$ cat src/rtl/instr_enc_pkg.sv
// Shared types, constants and immediate-placement helpers for the RV64I
// instruction encoder.
//   fmt_t    : request format code (R/I/S/B/U/J/LI; code 7 is undefined)
//   state_t  : encoder output FSM state, also exported on the debug port
//   OP_LUI / OP_IMM / NOP : opcodes and the no-op word used for the LI
//              expansion and for rejected requests
//   place_*  : move immediate bits into their instruction-word positions
//   li_hi    : upper 20 bits for the LUI half of an LI expansion
package instr_enc_pkg;

    typedef enum logic [2:0] {
        FMT_R  = 3'd0,
        FMT_I  = 3'd1,
        FMT_S  = 3'd2,
        FMT_B  = 3'd3,
        FMT_U  = 3'd4,
        FMT_J  = 3'd5,
        FMT_LI = 3'd6
    } fmt_t;

    // ST_IDLE: output register empty
    // ST_ONE : last (or only) word of a request is on the output
    // ST_HI  : LUI half of an LI is on the output, ADDI half held back
    typedef enum logic [1:0] {
        ST_IDLE = 2'd0,
        ST_ONE  = 2'd1,
        ST_HI   = 2'd2
    } state_t;

    localparam int          XLEN_DEFAULT = 64;
    localparam logic [6:0]  OP_LUI       = 7'b0110111;
    localparam logic [6:0]  OP_IMM       = 7'b0010011;
    localparam logic [31:0] NOP          = 32'h00000013;

    function automatic logic [31:0] place_i(input logic [11:0] imm);
        return {imm, 20'b0};
    endfunction

    function automatic logic [31:0] place_s(input logic [11:0] imm);
        return {imm[11:5], 13'b0, imm[4:0], 7'b0};
    endfunction

    // B immediates are byte offsets; bit 0 is never encoded.
    function automatic logic [31:0] place_b(input logic [12:1] imm);
        return {imm[12], imm[10:5], 13'b0, imm[4:1], imm[11], 7'b0};
    endfunction

    function automatic logic [31:0] place_u(input logic [31:12] imm);
        return {imm, 12'b0};
    endfunction

    // J immediates are byte offsets; bit 0 is never encoded.
    function automatic logic [31:0] place_j(input logic [20:1] imm);
        return {imm[20], imm[10:1], imm[11], imm[19:12], 12'b0};
    endfunction

    // ADDI sign-extends its 12-bit immediate, so the LUI part is rounded
    // up by 0x800 to cancel a negative low half.
    function automatic logic [19:0] li_hi(input logic [31:0] imm);
        return 20'((imm + 32'h0000_0800) >> 12);
    endfunction

endpackage

$ cat src/rtl/instr_encoder_if.sv
// Request/response bundle between a program loader and the instruction
// encoder.
//   req_*  : one encode request, valid/ready handshake
//   out_*  : encoded word stream, valid/ready handshake
// Handshake rule for both sides: a transfer happens on a rising clock edge
// where valid and ready are both high; a source holding valid keeps its
// payload stable until that edge, and ready may depend on the sink's state.
// master: request producer / word consumer; slave: the encoder.
interface instr_encoder_if #(
    parameter int XLEN = 64
);
    logic            req_valid;
    logic            req_ready;
    logic [2:0]      req_fmt;
    logic [6:0]      req_opcode;
    logic [4:0]      req_rd;
    logic [4:0]      req_rs1;
    logic [4:0]      req_rs2;
    logic [2:0]      req_funct3;
    logic [6:0]      req_funct7;
    logic [XLEN-1:0] req_imm;
    logic            out_valid;
    logic            out_ready;
    logic [31:0]     out_instr;
    logic            out_err;

    modport master (
        output req_valid, req_fmt, req_opcode, req_rd, req_rs1, req_rs2,
               req_funct3, req_funct7, req_imm, out_ready,
        input  req_ready, out_valid, out_instr, out_err
    );

    modport slave (
        input  req_valid, req_fmt, req_opcode, req_rd, req_rs1, req_rs2,
               req_funct3, req_funct7, req_imm, out_ready,
        output req_ready, out_valid, out_instr, out_err
    );
endinterface

$ cat src/rtl/instr_enc_range_chk.sv
// Combinational immediate range check for the instruction encoder. Only
// instantiated when INSTR_ENC_RANGE_CHECK_EN is defined.
//   fmt : request format
//   imm : immediate, already sign-extended to 64 bits
//   ok  : 1 when imm fits the format's immediate field
module instr_enc_range_chk
    import instr_enc_pkg::*;
(
    input  fmt_t        fmt,
    input  logic [63:0] imm,
    output logic        ok
);
    // A value fits in N signed bits when bits [63:N-1] are all equal.
    logic fits12, fits13, fits21, fits32, li_wrap;

    always_comb begin
        fits12  = (&imm[63:11]) || !(|imm[63:11]);
        fits13  = (&imm[63:12]) || !(|imm[63:12]);
        fits21  = (&imm[63:20]) || !(|imm[63:20]);
        fits32  = (&imm[63:31]) || !(|imm[63:31]);
        // 0x7FFFF800..0x7FFFFFFF round the LUI half past 0x7FFFF000.
        li_wrap = (imm[31:11] == {1'b0, 20'hFFFFF});
        ok = 1'b0;
        case (fmt)
            FMT_R:        ok = 1'b1;
            FMT_I, FMT_S: ok = fits12;
            FMT_B:        ok = fits13 && !imm[0];
            FMT_J:        ok = fits21 && !imm[0];
            FMT_U:        ok = fits32 && (imm[11:0] == 12'h000);
            FMT_LI:       ok = fits32 && !li_wrap;
            default:      ok = 1'b0;
        endcase
    end
endmodule

$ cat src/rtl/instr_encoder.sv
// Encodes format, opcode, register fields and an immediate into one 32-bit
// RV64I word; LI expands to one or two words (LUI then ADDI). Output is
// registered, one word per cycle at full rate.
// Optional feature macro: INSTR_ENC_RANGE_CHECK_EN enables immediate range
// checking (bad requests produce a single NOP_INSTR word with out_err=1).
// Without it immediates are truncated to field width and out_err stays 0.
// Ports:
//   clk       : clock, rising edge
//   rst       : asynchronous active-high reset
//   bus       : instr_encoder_if slave (req_* in, out_* out)
//   dbg_state : current FSM state
module instr_encoder
    import instr_enc_pkg::*;
#(
    parameter int          XLEN      = XLEN_DEFAULT,
    parameter logic [31:0] NOP_INSTR = NOP
) (
    input  logic             clk,
    input  logic             rst,
    instr_encoder_if.slave   bus,
    output state_t           dbg_state
);
    state_t      state_q, state_n;
    logic [31:0] instr_q, instr_n;
    logic        err_q, err_n;
    logic [31:0] held_q, held_n;

    fmt_t        fmt;
    logic [63:0] imm64;
    logic [11:0] li_lo;
    logic [19:0] li_hi_v;
    logic [31:0] word, addi_word;
    logic        two_beat, enc_err, accept;
    logic        unused_imm_hi;

    assign fmt           = fmt_t'(bus.req_fmt);
    assign imm64         = 64'($signed(bus.req_imm));
    assign unused_imm_hi = ^imm64[63:32];

`ifdef INSTR_ENC_RANGE_CHECK_EN
    logic range_ok;
    instr_enc_range_chk u_range_chk (
        .fmt (fmt),
        .imm (imm64),
        .ok  (range_ok)
    );
`endif

    // Encode the current request; word is the first beat, addi_word the
    // second beat when two_beat is set.
    always_comb begin
        word      = NOP_INSTR;
        addi_word = 32'h0;
        two_beat  = 1'b0;
        enc_err   = 1'b0;
        li_lo     = imm64[11:0];
        li_hi_v   = li_hi(imm64[31:0]);
        case (fmt)
            FMT_R: word = {bus.req_funct7, bus.req_rs2, bus.req_rs1,
                           bus.req_funct3, bus.req_rd, bus.req_opcode};
            FMT_I: word = place_i(imm64[11:0]) |
                          {12'b0, bus.req_rs1, bus.req_funct3, bus.req_rd, bus.req_opcode};
            FMT_S: word = place_s(imm64[11:0]) |
                          {7'b0, bus.req_rs2, bus.req_rs1, bus.req_funct3, 5'b0, bus.req_opcode};
            FMT_B: word = place_b(imm64[12:1]) |
                          {7'b0, bus.req_rs2, bus.req_rs1, bus.req_funct3, 5'b0, bus.req_opcode};
            FMT_U: word = place_u(imm64[31:12]) | {20'b0, bus.req_rd, bus.req_opcode};
            FMT_J: word = place_j(imm64[20:1]) | {20'b0, bus.req_rd, bus.req_opcode};
            FMT_LI: begin
                if (li_hi_v == 20'h0) begin
                    word = {li_lo, 5'd0, 3'b000, bus.req_rd, OP_IMM};
                end else if (li_lo == 12'h0) begin
                    word = {li_hi_v, bus.req_rd, OP_LUI};
                end else begin
                    word      = {li_hi_v, bus.req_rd, OP_LUI};
                    addi_word = {li_lo, bus.req_rd, 3'b000, bus.req_rd, OP_IMM};
                    two_beat  = 1'b1;
                end
            end
            default: word = NOP_INSTR;
        endcase
`ifdef INSTR_ENC_RANGE_CHECK_EN
        if (!range_ok) begin
            word     = NOP_INSTR;
            two_beat = 1'b0;
            enc_err  = 1'b1;
        end
`endif
    end

    // No accept in ST_HI: the output register still owes the ADDI beat.
    assign bus.req_ready = (state_q == ST_IDLE) || (bus.out_ready && state_q == ST_ONE);
    assign accept        = bus.req_valid && bus.req_ready;

    always_comb begin
        state_n = state_q;
        instr_n = instr_q;
        err_n   = err_q;
        held_n  = held_q;
        case (state_q)
            ST_IDLE, ST_ONE: begin
                if (accept) begin
                    instr_n = word;
                    err_n   = enc_err;
                    held_n  = addi_word;
                    state_n = two_beat ? ST_HI : ST_ONE;
                end else if (state_q == ST_ONE && bus.out_ready) begin
                    state_n = ST_IDLE;
                end
            end
            ST_HI: begin
                if (bus.out_ready) begin
                    instr_n = held_q;
                    err_n   = 1'b0;
                    state_n = ST_ONE;
                end
            end
            default: state_n = ST_IDLE;
        endcase
    end

    always_ff @(posedge clk or posedge rst) begin
        if (rst) begin
            state_q <= ST_IDLE;
            instr_q <= 32'h0;
            err_q   <= 1'b0;
            held_q  <= 32'h0;
        end else begin
            state_q <= state_n;
            instr_q <= instr_n;
            err_q   <= err_n;
            held_q  <= held_n;
        end
    end

    assign bus.out_valid = (state_q != ST_IDLE);
    assign bus.out_instr = instr_q;
    assign bus.out_err   = err_q;
    assign dbg_state     = state_q;
endmodule

$ cat src/flat_wrapper.sv
// flat-port wrapper written by rule: the top's interface ports become plain ports
module instr_encoder_flat import instr_enc_pkg::*;
#(
    parameter int          XLEN      = XLEN_DEFAULT,
    parameter logic [31:0] NOP_INSTR = NOP
)
  (clk, rst, dbg_state, bus_req_valid, bus_req_fmt, bus_req_opcode, bus_req_rd, bus_req_rs1, bus_req_rs2, bus_req_funct3, bus_req_funct7, bus_req_imm, bus_out_ready, bus_req_ready, bus_out_valid, bus_out_instr, bus_out_err);
  instr_encoder_if #(.XLEN(XLEN)) bus_i ();
  input  logic clk;
  input  logic rst;
  output state_t dbg_state;
  input wire logic [$bits(bus_i.req_valid)-1:0] bus_req_valid;
  input wire logic [$bits(bus_i.req_fmt)-1:0] bus_req_fmt;
  input wire logic [$bits(bus_i.req_opcode)-1:0] bus_req_opcode;
  input wire logic [$bits(bus_i.req_rd)-1:0] bus_req_rd;
  input wire logic [$bits(bus_i.req_rs1)-1:0] bus_req_rs1;
  input wire logic [$bits(bus_i.req_rs2)-1:0] bus_req_rs2;
  input wire logic [$bits(bus_i.req_funct3)-1:0] bus_req_funct3;
  input wire logic [$bits(bus_i.req_funct7)-1:0] bus_req_funct7;
  input wire logic [$bits(bus_i.req_imm)-1:0] bus_req_imm;
  input wire logic [$bits(bus_i.out_ready)-1:0] bus_out_ready;
  output wire logic [$bits(bus_i.req_ready)-1:0] bus_req_ready;
  output wire logic [$bits(bus_i.out_valid)-1:0] bus_out_valid;
  output wire logic [$bits(bus_i.out_instr)-1:0] bus_out_instr;
  output wire logic [$bits(bus_i.out_err)-1:0] bus_out_err;
  assign bus_i.req_valid = bus_req_valid;
  assign bus_i.req_fmt = bus_req_fmt;
  assign bus_i.req_opcode = bus_req_opcode;
  assign bus_i.req_rd = bus_req_rd;
  assign bus_i.req_rs1 = bus_req_rs1;
  assign bus_i.req_rs2 = bus_req_rs2;
  assign bus_i.req_funct3 = bus_req_funct3;
  assign bus_i.req_funct7 = bus_req_funct7;
  assign bus_i.req_imm = bus_req_imm;
  assign bus_i.out_ready = bus_out_ready;
  assign bus_req_ready = bus_i.req_ready;
  assign bus_out_valid = bus_i.out_valid;
  assign bus_out_instr = bus_i.out_instr;
  assign bus_out_err = bus_i.out_err;
  instr_encoder #(.XLEN(XLEN), .NOP_INSTR(NOP_INSTR)) u_core (.clk(clk), .rst(rst), .bus(bus_i), .dbg_state(dbg_state));
endmodule
$ cat config.mk
export PLATFORM = sky130hd
export DESIGN_NAME = instr_encoder_flat
export DESIGN_NICKNAME = d
export VERILOG_FILES = /design/src/rtl/instr_enc_pkg.sv /design/src/rtl/instr_encoder_if.sv /design/src/rtl/instr_enc_range_chk.sv /design/src/rtl/instr_encoder.sv /design/src/flat_wrapper.sv
export SDC_FILE = /design/constraint.sdc
export NUM_CORES = 1
export LEC_CHECK = 0
export CORE_MARGIN = 2
export CORE_UTILIZATION = 37
export CTS_BUF_LIST = sky130_fd_sc_hd__clkbuf_8
export DETAILED_ROUTE_END_ITERATION = 10
export HOLD_SLACK_MARGIN = 0.1
export PLACE_DENSITY = 0.71
export SLEW_MARGIN = 25
export SYNTH_ARGS = -nofsm -noshare
export SYNTH_HDL_FRONTEND = slang
export SYNTH_SLANG_ARGS = --single-unit
$ cat constraint.sdc
create_clock -name clk -period 1.85 [get_ports clk]
set_input_delay 0.37 -clock clk [delete_from_list [all_inputs] [get_ports clk]]
set_output_delay 0.37 -clock clk [all_outputs]
set_load 0.05 [all_outputs]
# After elaboration in Yosys (flattened, before gate mapping)
# Cells that the tools add are included.
[totals]
word_cells = 53
out_inout_bits = 37
ff_bits = 67
[classes]
muxes = 19
n_bitwise = 5
n_reduce_logical = 13
n_eq_ne = 11
add_sub_neg = 1
[op_table]
columns = ["op", "count"]
rows = [
  ["32-bit one-hot mux with 7 select lines", 1],
  ["32-bit two-way mux", 6],
  ["32-bit by 12-bit bitwise OR with 32-bit output", 2],
  ["32-bit by 25-bit bitwise OR with 32-bit output", 2],
  ["32-bit one-hot mux with 2 select lines", 1],
  ["32-bit by 12-bit adder with 32-bit output (second input constant)", 1],
  ["32-bit by 20-bit bitwise OR with 32-bit output", 1],
  ["20-bit logical NOT", 1],
  ["12-bit logical NOT", 1],
  ["3-bit == test (second input constant)", 3],
  ["2-bit two-way mux", 4],
  ["3-bit by 2-bit == test with 1-bit output (second input constant)", 2],
  ["1-bit two-way mux", 5],
  ["2-bit one-hot mux with 2 select lines", 1],
  ["2-bit AND reduction", 2],
  ["2-bit nonzero test", 2],
  ["3-bit by 1-bit == test with 1-bit output (second input constant)", 1],
  ["3-bit logical NOT", 1],
  ["3-bit by 1-bit != test with 1-bit output (second input constant)", 1],
  ["3-bit AND reduction", 1],
  ["2-bit by 1-bit == test with 1-bit output (second input constant)", 1],
  ["2-bit == test (second input constant)", 1],
  ["1-bit logical AND", 2],
  ["2-bit logical NOT", 1],
  ["5 further kinds", 5],
]

# Logic depth before layout (Yosys ltp)
# Gate-level depths: netlist of the first run.
[logic_depth]
word_depth = 7
mapped_depth = 10
mapped_depth_nobuf = 8

# Least setup slack after synthesis of the first run
# Ideal clock, no wire load.
[synth_timing]
kind = "flip-flop to flip-flop"
startpoint = "register u_core.state_q[1], in the netlist u_core.dbg_state[1]"
endpoint = "register u_core.instr_q[25], in the netlist u_core.bus.out_instr[25]"
required_ns = 1.719
period_less_slack_ns = 2.753
setup_slack_ns = -0.903
arrival_time_ns = 2.621
path_stages_with_launch = 9
setup_time_ns = 0.131
n_path_buf = 2
path_cell_list = "dfrtp_1 a21oi_1 and2_1 clkbuf_1 nor2_1 clkbuf_1 a22o_1 a21oi_1 o21ai_1"
[synth_via]
elab_chain_len = 6
[synth_rtl]
columns = ["item", "line", "rtl"]
rows = [
  ["start, declared", "instr_encoder.sv:23", "state_t state_q, state_n;"],
  ["start signal, assigned", "instr_encoder.sv:129", "state_q <= state_n;"],
  ["2-bit by 1-bit == test with 1-bit output", "instr_encoder.sv:92", "assign bus.req_ready = (state_q == ST_IDLE) || (bus.out_ready && state_q == ST_ONE);"],
  ["1-bit logical AND", "instr_encoder.sv:92", ""],
  ["1-bit logical OR (*)", "instr_encoder.sv:92", ""],
  ["named net bus_req_ready", "flat_wrapper.sv:22", "output wire logic [$bits(bus_i.req_ready)-1:0] bus_req_ready;"],
  ["1-bit logical AND (*)", "instr_encoder.sv:93", "assign accept = bus.req_valid && bus.req_ready;"],
  ["2-bit by 1-bit != test with 1-bit output (no line) (*)", "--", ""],
  ["3-bit AND reduction (no line) (*)", "--", ""],
  ["end signal, assigned", "instr_encoder.sv:130", "instr_q <= instr_n;"],
  ["end, declared", "instr_encoder.sv:24", "logic [31:0] instr_q, instr_n;"],
]
# The timed path passes the listed nets; every way through them passes the cells marked *.
# A chain may end at the register's enable or synchronous reset.

# Worst setup path in the final report of the first run
[layout_timing]
startpoint = "input port bus_req_imm[11]"
endpoint = "register u_core.held_q[19]"
[layout_via]
elab_chain_len = 4
[layout_rtl]
columns = ["item", "line", "rtl"]
rows = [
  ["start, declared", "flat_wrapper.sv:20", "input wire logic [$bits(bus_i.req_imm)-1:0] bus_req_imm;"],
  ["32-bit by 12-bit adder with 32-bit output / 12-bit logical NOT (equally long branches)", "instr_enc_pkg.sv:60, instr_encoder.sv:72", ""],
  ["20-bit logical NOT / 32-bit two-way mux (equally long branches)", "instr_encoder.sv:70, instr_encoder.sv:72", ""],
  ["32-bit two-way mux (*)", "instr_encoder.sv:70", "if (li_hi_v == 20'h0) begin"],
  ["32-bit two-way mux (*)", "instr_encoder.sv:58", "case (fmt)"],
  ["end signal, assigned", "instr_encoder.sv:132", "held_q <= held_n;"],
  ["end, declared", "instr_encoder.sv:26", "logic [31:0] held_q, held_n;"],
]
# Every way passes the cells marked *; elsewhere a longest branch is shown, timed or not.

==> flow_metrics.tcl, run 1 <==
set metrics [dict create \
    start_util_pct 37.88 \
    dieArea_um2 10160 \
    path_cells "buf_8 > ha_4 > buf_6 > nand3_4 > or4_4 > nor4_4 > o22ai_2 > nor4_4 > buf_12 > buf_6 > nor2_4 > a22o_1" \
    num_vias 4172 \
    setup_slack_ns -0.5352 \
    yosysWarnings 0 \
    cpPeakStageDelay_ns 0.55 \
    worst_setup_path_start_kind "input pin" \
    synthTopCellsByArea "dfrtp_1 (38%), a22o_1 (6.1%), a22oi_1 (5.8%)" \
    arrival_ns 2.59 \
    grt_pass1_vias 4196 \
    grt_setup_unrepaired "yes" \
    yosysUniqueCellTypes 48 \
    post-route-min-period_ns 2.385 \
    cts.sinks 52 \
    cts_htree_levels 2 \
    synth-xor-area-share_pct 5.810 \
    synth_adder_area_share_pct 0.3609 \
    cts_tree "done" \
    antenna_found_initial 0 \
    path_class "in2reg" \
    synth.avg_cell_area_um2 8.415 \
    period_share_pct 128.9 \
    mostFrequentLayoutCell "buf_4" \
    cp.required_ns 2.05 \
    synth-simple-area-share_pct 17.21 \
    drv_cap 0 \
    grt.total_usage_pct 26.89 \
    routed.top_layer "met4" \
    clk_pin_slew_worst_paths_ns 0.11 \
    ir_drop_uv 429.0 \
    clock_latency_ns 0.32 \
    finalClockSkew_ns 0.01425 \
    grt-ovfl-total 0 \
    wl_met3_um 829 \
    io_buffers 106 \
    hold_viol 0 \
    root_buffer "clkbuf_8" \
    rows 35 \
    synth_top_area_cell "dfrtp_1" \
    tns_ns -14.97 \
    worstSetupStartpoint "bus_req_imm[11]" \
    grt_max_degree 53 \
    cp_top_family "simple AND/OR/NAND/NOR gates" \
    worstReg2RegStart "u_core.dbg_state[0]" \
    syn_nets 516 \
    dp_hpwl_um 9878 \
    ys_async_sr_fraction_pct 100.0 \
    gp_congestion 0.9214 \
    ys.flop_type "dfrtp_1" \
    vias_per_cell 5.843 \
    final_cell_count_no_fill 714 \
    wire_per_inst_um 19.10 \
    setup_viol 34 \
    cp-end-kind "flip-flop" \
    placedCellCount 689 \
    layout_common_cells "buf_4 (134), clkdlybuf4s50_1 (54), dfrtp_1 (50), nand2_1 (41), a22o_1 (24)" \
    ys_ff_latch 52 \
    dr.pass1.iters 5 \
    num_antenna_cells 0 \
    synthMuxAreaShare_pct 0.9744 \
    wl_met2_um 6952 \
    postLayoutCoreUtil_pct 63.50 \
    numCtsBuffers 5 \
    power_density_nw_per_um2 701.6 \
    fmax_mhz 419.3 \
    core_um2 9153 \
    slew_violations 0 \
    place_ws_ns -1.453 \
    cpMaxStageDelayCell "or4_4" \
    synth_area_um2 3467 \
    synth_edf_count 0 \
    yosys.area.top_type_share_pct 37.53 \
    cts.path.max_buffers 2 \
    hold_ws_ns 0.4012 \
    drt_wl_total_um 13640 \
    synth_compound_area_share_pct 32.08 \
    outcome "complete, but fails checks" \
    worstPathMaxFanout 7 \
    crit_buf_inv 4 \
    p_leak_nw 2.578 \
    fp.dieH_um 100.8 \
    m1WireLength_um 5582 \
    synth_top_family_by_area "compound AO/OA/AOI/OAI gates" \
    yosysSeqAreaShare_pct 37.53 \
    hold_class "in2async" \
    syn2layout_area_growth_pct 67.63 \
    ios 140 \
    die_w_um 100.8 \
    drc 0 \
    nets 706 \
    syn_inst 412 \
    drive_above_1_share_pct 35.99 \
    grt_pass1_wl_um 21430 \
    drt_iter0_markers 294 \
    drtAntennaViolNets 0 \
    failed_checks "setup timing" \
]
-- routing by layer --
metal,vias to the layer above,global-route usage (%)
met2,199,47.13
li1,1937,-
met3,26,3.259
met1,2010,34.40
met5,-,0
met4,0,8.641
-- power breakdown --
| part | internal (mW) | switching [mW] |
|---|---|---|
| sequential | 1.29 | 0.109 |
| clock | 0.536 | 0.402 |
| combinational | 0.714 | 1.03 |
-- kinds of logic after synthesis --
family,Yosys count
mux,3
buf+inv,50
compound gates,163
simple gates,119
flops,52
xor+xnor,23
fa+ha+maj,1
other cells,1
-- tightest hold or removal path, delay by kind of cell --
| kind | cells | cell delay (ns) |
|---|---|---|
| buffers and inverters | 3 | 0.74 |
-- registers in the layout (all words and copies together) (netlist names) --
signal and flops:
u_core.dbg_state 2, u_core.bus.out_instr 32, u_core.held_q 18
-- layout make-up --
cell class,instances,area [um2]
inverter,10,37.54
multi-input combinational,311,2236
clock inverter,3,63.81
fill,737,3341
tap,111,138.9
sequential,52,1304
timing repair buffer,222,1963
clock buffer,5,68.82
-- stage by stage --
step / power [mW] / cell area [um2]
after floorplan: 2.372 / 3665
after global placement: 3.045 / 5320
after detailed placement: 3.075 / 5320
after CTS: 4.035 / 5707
after global routing: 4.238 / 5812
final: 4.077 / 5812
-- cell usage after synthesis, types with 2 or more instances --
cell / instances
o21ai_1: 9
and4_1: 5
nor3_1: 4
and3_1: 6
a32o_1: 2
nand4_1: 6
a221oi_1: 2
buf_2: 8
a311oi_1: 2
a31o_2: 2
nand3_1: 10
clkbuf_1: 29
mux2_2: 3
xnor2_1: 12
a22o_1: 24
inv_1: 10
buf_4: 2
a21oi_1: 28
o21ai_0: 15
xor2_1: 11
nor2_1: 24
nor4_1: 6
nand2b_1: 3
a31oi_1: 7
a22oi_1: 27
nor2b_1: 4
or4_1: 3
a211oi_1: 2
a21o_1: 2
o22ai_1: 20
nand2_1: 41
dfrtp_1: 52
o211ai_1: 14
and2_1: 3
-- what timing repair did --
item	in CTS	in global routing
pin swaps	32	22
gates cloned	2	0
setup buffers	12	6
setup endpoints to repair	44	47
resized for setup	70	28
hold buffers	0	0
-- final timing paths --
kind / cells past startpoint / end / slack [ns]
worst max-delay path: 12 / u_core.held_q[19] / -0.54
worst min-delay path: 3 / u_core.held_q[27] / 0.40
worst max register to register: 8 / u_core.bus.out_instr[2] / 0.10
worst min register to register: 1 / u_core.bus.out_instr[6] / 0.51
max in group asynchronous: 3 / u_core.bus.out_instr[9] / 1.20
min in group clk: 1 / u_core.bus.out_instr[6] / 0.51
(Power assumes the default switching activity.)
==> run 2: changes to the inputs <==
==> constraint.sdc (replaced) <==
create_clock -name clk -period 2.92 [get_ports clk]
set_input_delay 0.584 -clock clk [delete_from_list [all_inputs] [get_ports clk]]
set_output_delay 0.584 -clock clk [all_outputs]
set_load 0.05 [all_outputs]
==> run 2 against run 1 <==
Effect of this change: the flow now finishes without violations; global-route usage decreased by 2.2 points; via count decreased by 4.5%; critical path depth is 1 lower; largest cell class unchanged; highest routed layer unchanged.
==> flow_metrics.tcl, run 2 (same netlist as run 1, synthesis figures left out) <==
set metrics [dict create \
    start_util_pct 37.88 \
    numCtsBuffers 5 \
    tns_ns 0 \
    grt_max_degree 31 \
    nets 657 \
    power_mw 2.306 \
    vias_per_cell 6.003 \
    cts.path.max_buffers 2 \
    r2r_end "u_core.bus.out_instr[14]" \
    outcome "complete, no violations" \
    r2r_slack_ns 0.62 \
    worstReg2RegStart "u_core.dbg_state[1]" \
    grt_pass1_vias 3872 \
    min_to "u_core.bus.out_instr[6]" \
    finalClockSkew_ns 0.006986 \
    rows 35 \
    drc 0 \
    worst_setup_path_start_kind "input pin" \
    core_um2 9153 \
    setup_viol 0 \
    drtAntennaViolNets 0 \
    setup_slack_ns 0.1456 \
    root_buffer "clkbuf_8" \
    fmax_mhz 360.4 \
    cts_tree "done" \
    placedCellCount 648 \
    cts_htree_levels 2 \
    slew_violations 0 \
    clk_pin_slew_worst_paths_ns 0.10 \
    tightestPinTransition_ns 0.9263 \
    path_class "in2reg" \
    fp.dieH_um 100.8 \
    holdPathStages 1 \
    r2r_cells 6 \
    grt_setup_unrepaired "no" \
    drv_cap 0 \
    hold_viol 0 \
    num_vias 3986 \
    grt-ovfl-total 0 \
    die_w_um 100.8 \
    syn2layout_area_growth_pct 52.36 \
    largest_register_ffs 32 \
    dp_hpwl_um 9349 \
    num_antenna_cells 0 \
    ir_drop_uv 185.7 \
    ios 140 \
    antenna_found_initial 0 \
    dieArea_um2 10160 \
    holdCritStartpoint "u_core.bus.out_instr[6]" \
    power_density_nw_per_um2 436.5 \
    grt_pass1_wl_um 19710 \
    cts.sinks 52 \
    drt_wl_total_um 12580 \
    worstPathMaxFanout 5 \
    dr.pass1.iters 5 \
    layout_common_cells "clkdlybuf4s50_1 (90), buf_4 (59), dfrtp_1 (52), nand2_1 (41)" \
    io_buffers 106 \
    postCtsHoldBufs 0 \
    period_share_pct 95.01 \
    post-route-min-period_ns 2.774 \
    cp.required_ns 3.16 \
    final_cell_count_no_fill 664 \
    drt_iter0_markers 314 \
    slew_headroom_pct 38.02 \
    clock_latency_ns 0.31 \
    place_ws_ns -0.5703 \
    grt.total_usage_pct 24.74 \
    arrival_ns 3.02 \
    cp-end-kind "flip-flop" \
    mostFrequentLayoutCell "clkdlybuf4s50_1" \
    hold_class "reg2reg" \
    p_leak_nw 2.328 \
    drive_above_1_share_pct 18.26 \
    gp_congestion 0.8804 \
    wire_per_inst_um 18.94 \
]
==> run 2: layer usage <==
layer,wire length [um],vias to the layer above,global-route usage [%]
met3,910,23,4.022
met2,5982,194,39.79
met5,0,-,0
met4,240,0,7.903
li1,-,1832,-
met1,5442,1937,34.03
==> run 2: how the worst max path moves through the flow <==
stage | startpoint | slack [ns] | cells after the start | to
global route | bus_req_imm[27] | 0.007 | 9 | u_core.held_q[28]
finish | bus_req_imm[11] | 0.15 | 11 | u_core.bus.out_instr[26]
CTS | bus_req_imm[12] | 0.02 | 11 | u_core.held_q[17]
global placement | bus_req_imm[11] | -0.39 | 10 | u_core.bus.out_instr[23]
detailed placement | bus_req_imm[11] | -0.57 | 10 | u_core.dbg_state[0]
floorplan | bus_req_imm[11] | 0.04 | 9 | u_core.held_q[31]
==> run 2: power by group <==
group	total (mW)	internal [mW]	switching, mW	leakage [nW]
clock	0.402	0.163	0.239	0.0400
combinational	1.02	0.409	0.615	1.62
sequential	0.879	0.815	0.0642	0.664
total	2.31	1.39	0.919	2.33
==> run 2: what timing repair did <==
action | in CTS | in global routing
endpoints found under the setup margin | 32 | 33
resized for setup | 14 | 33
setup buffers | 5 | 4
pin swaps | 4 | 13
gates cloned | 1 | 0
==> run 2: per-stage QoR <==
stage               util [%]  cell area, um2  hold slack [ns]
global placement       54.24            4965           0.4811
detailed placement     54.24            4965           0.4873
finish                 57.72            5283           0.5014
CTS                    56.19            5142           0.5085
floorplan                  -            3467           0.4677
global route           57.72            5283           0.5340
==> run 2: layout make-up <==
class	count	area [um2]
timing repair buffer	174	1668
clock buffer	5	68.82
tap	111	138.9
fill	821	3870
inverter	10	37.54
multi-input combinational	310	2056
sequential	52	1301
clock inverter	2	12.51
==> run 2: worst max-delay path: stages <==
cell and delay, ns:
clkdlybuf4s15_1 0.20, ha_2 0.20, buf_4 0.13, and3_1 0.15
or4_4 0.41, a2111o_1 0.51, nor4_4 0.33, buf_6 0.20
buf_12 0.11, a21oi_1 0.06, o21ai_1 0.13
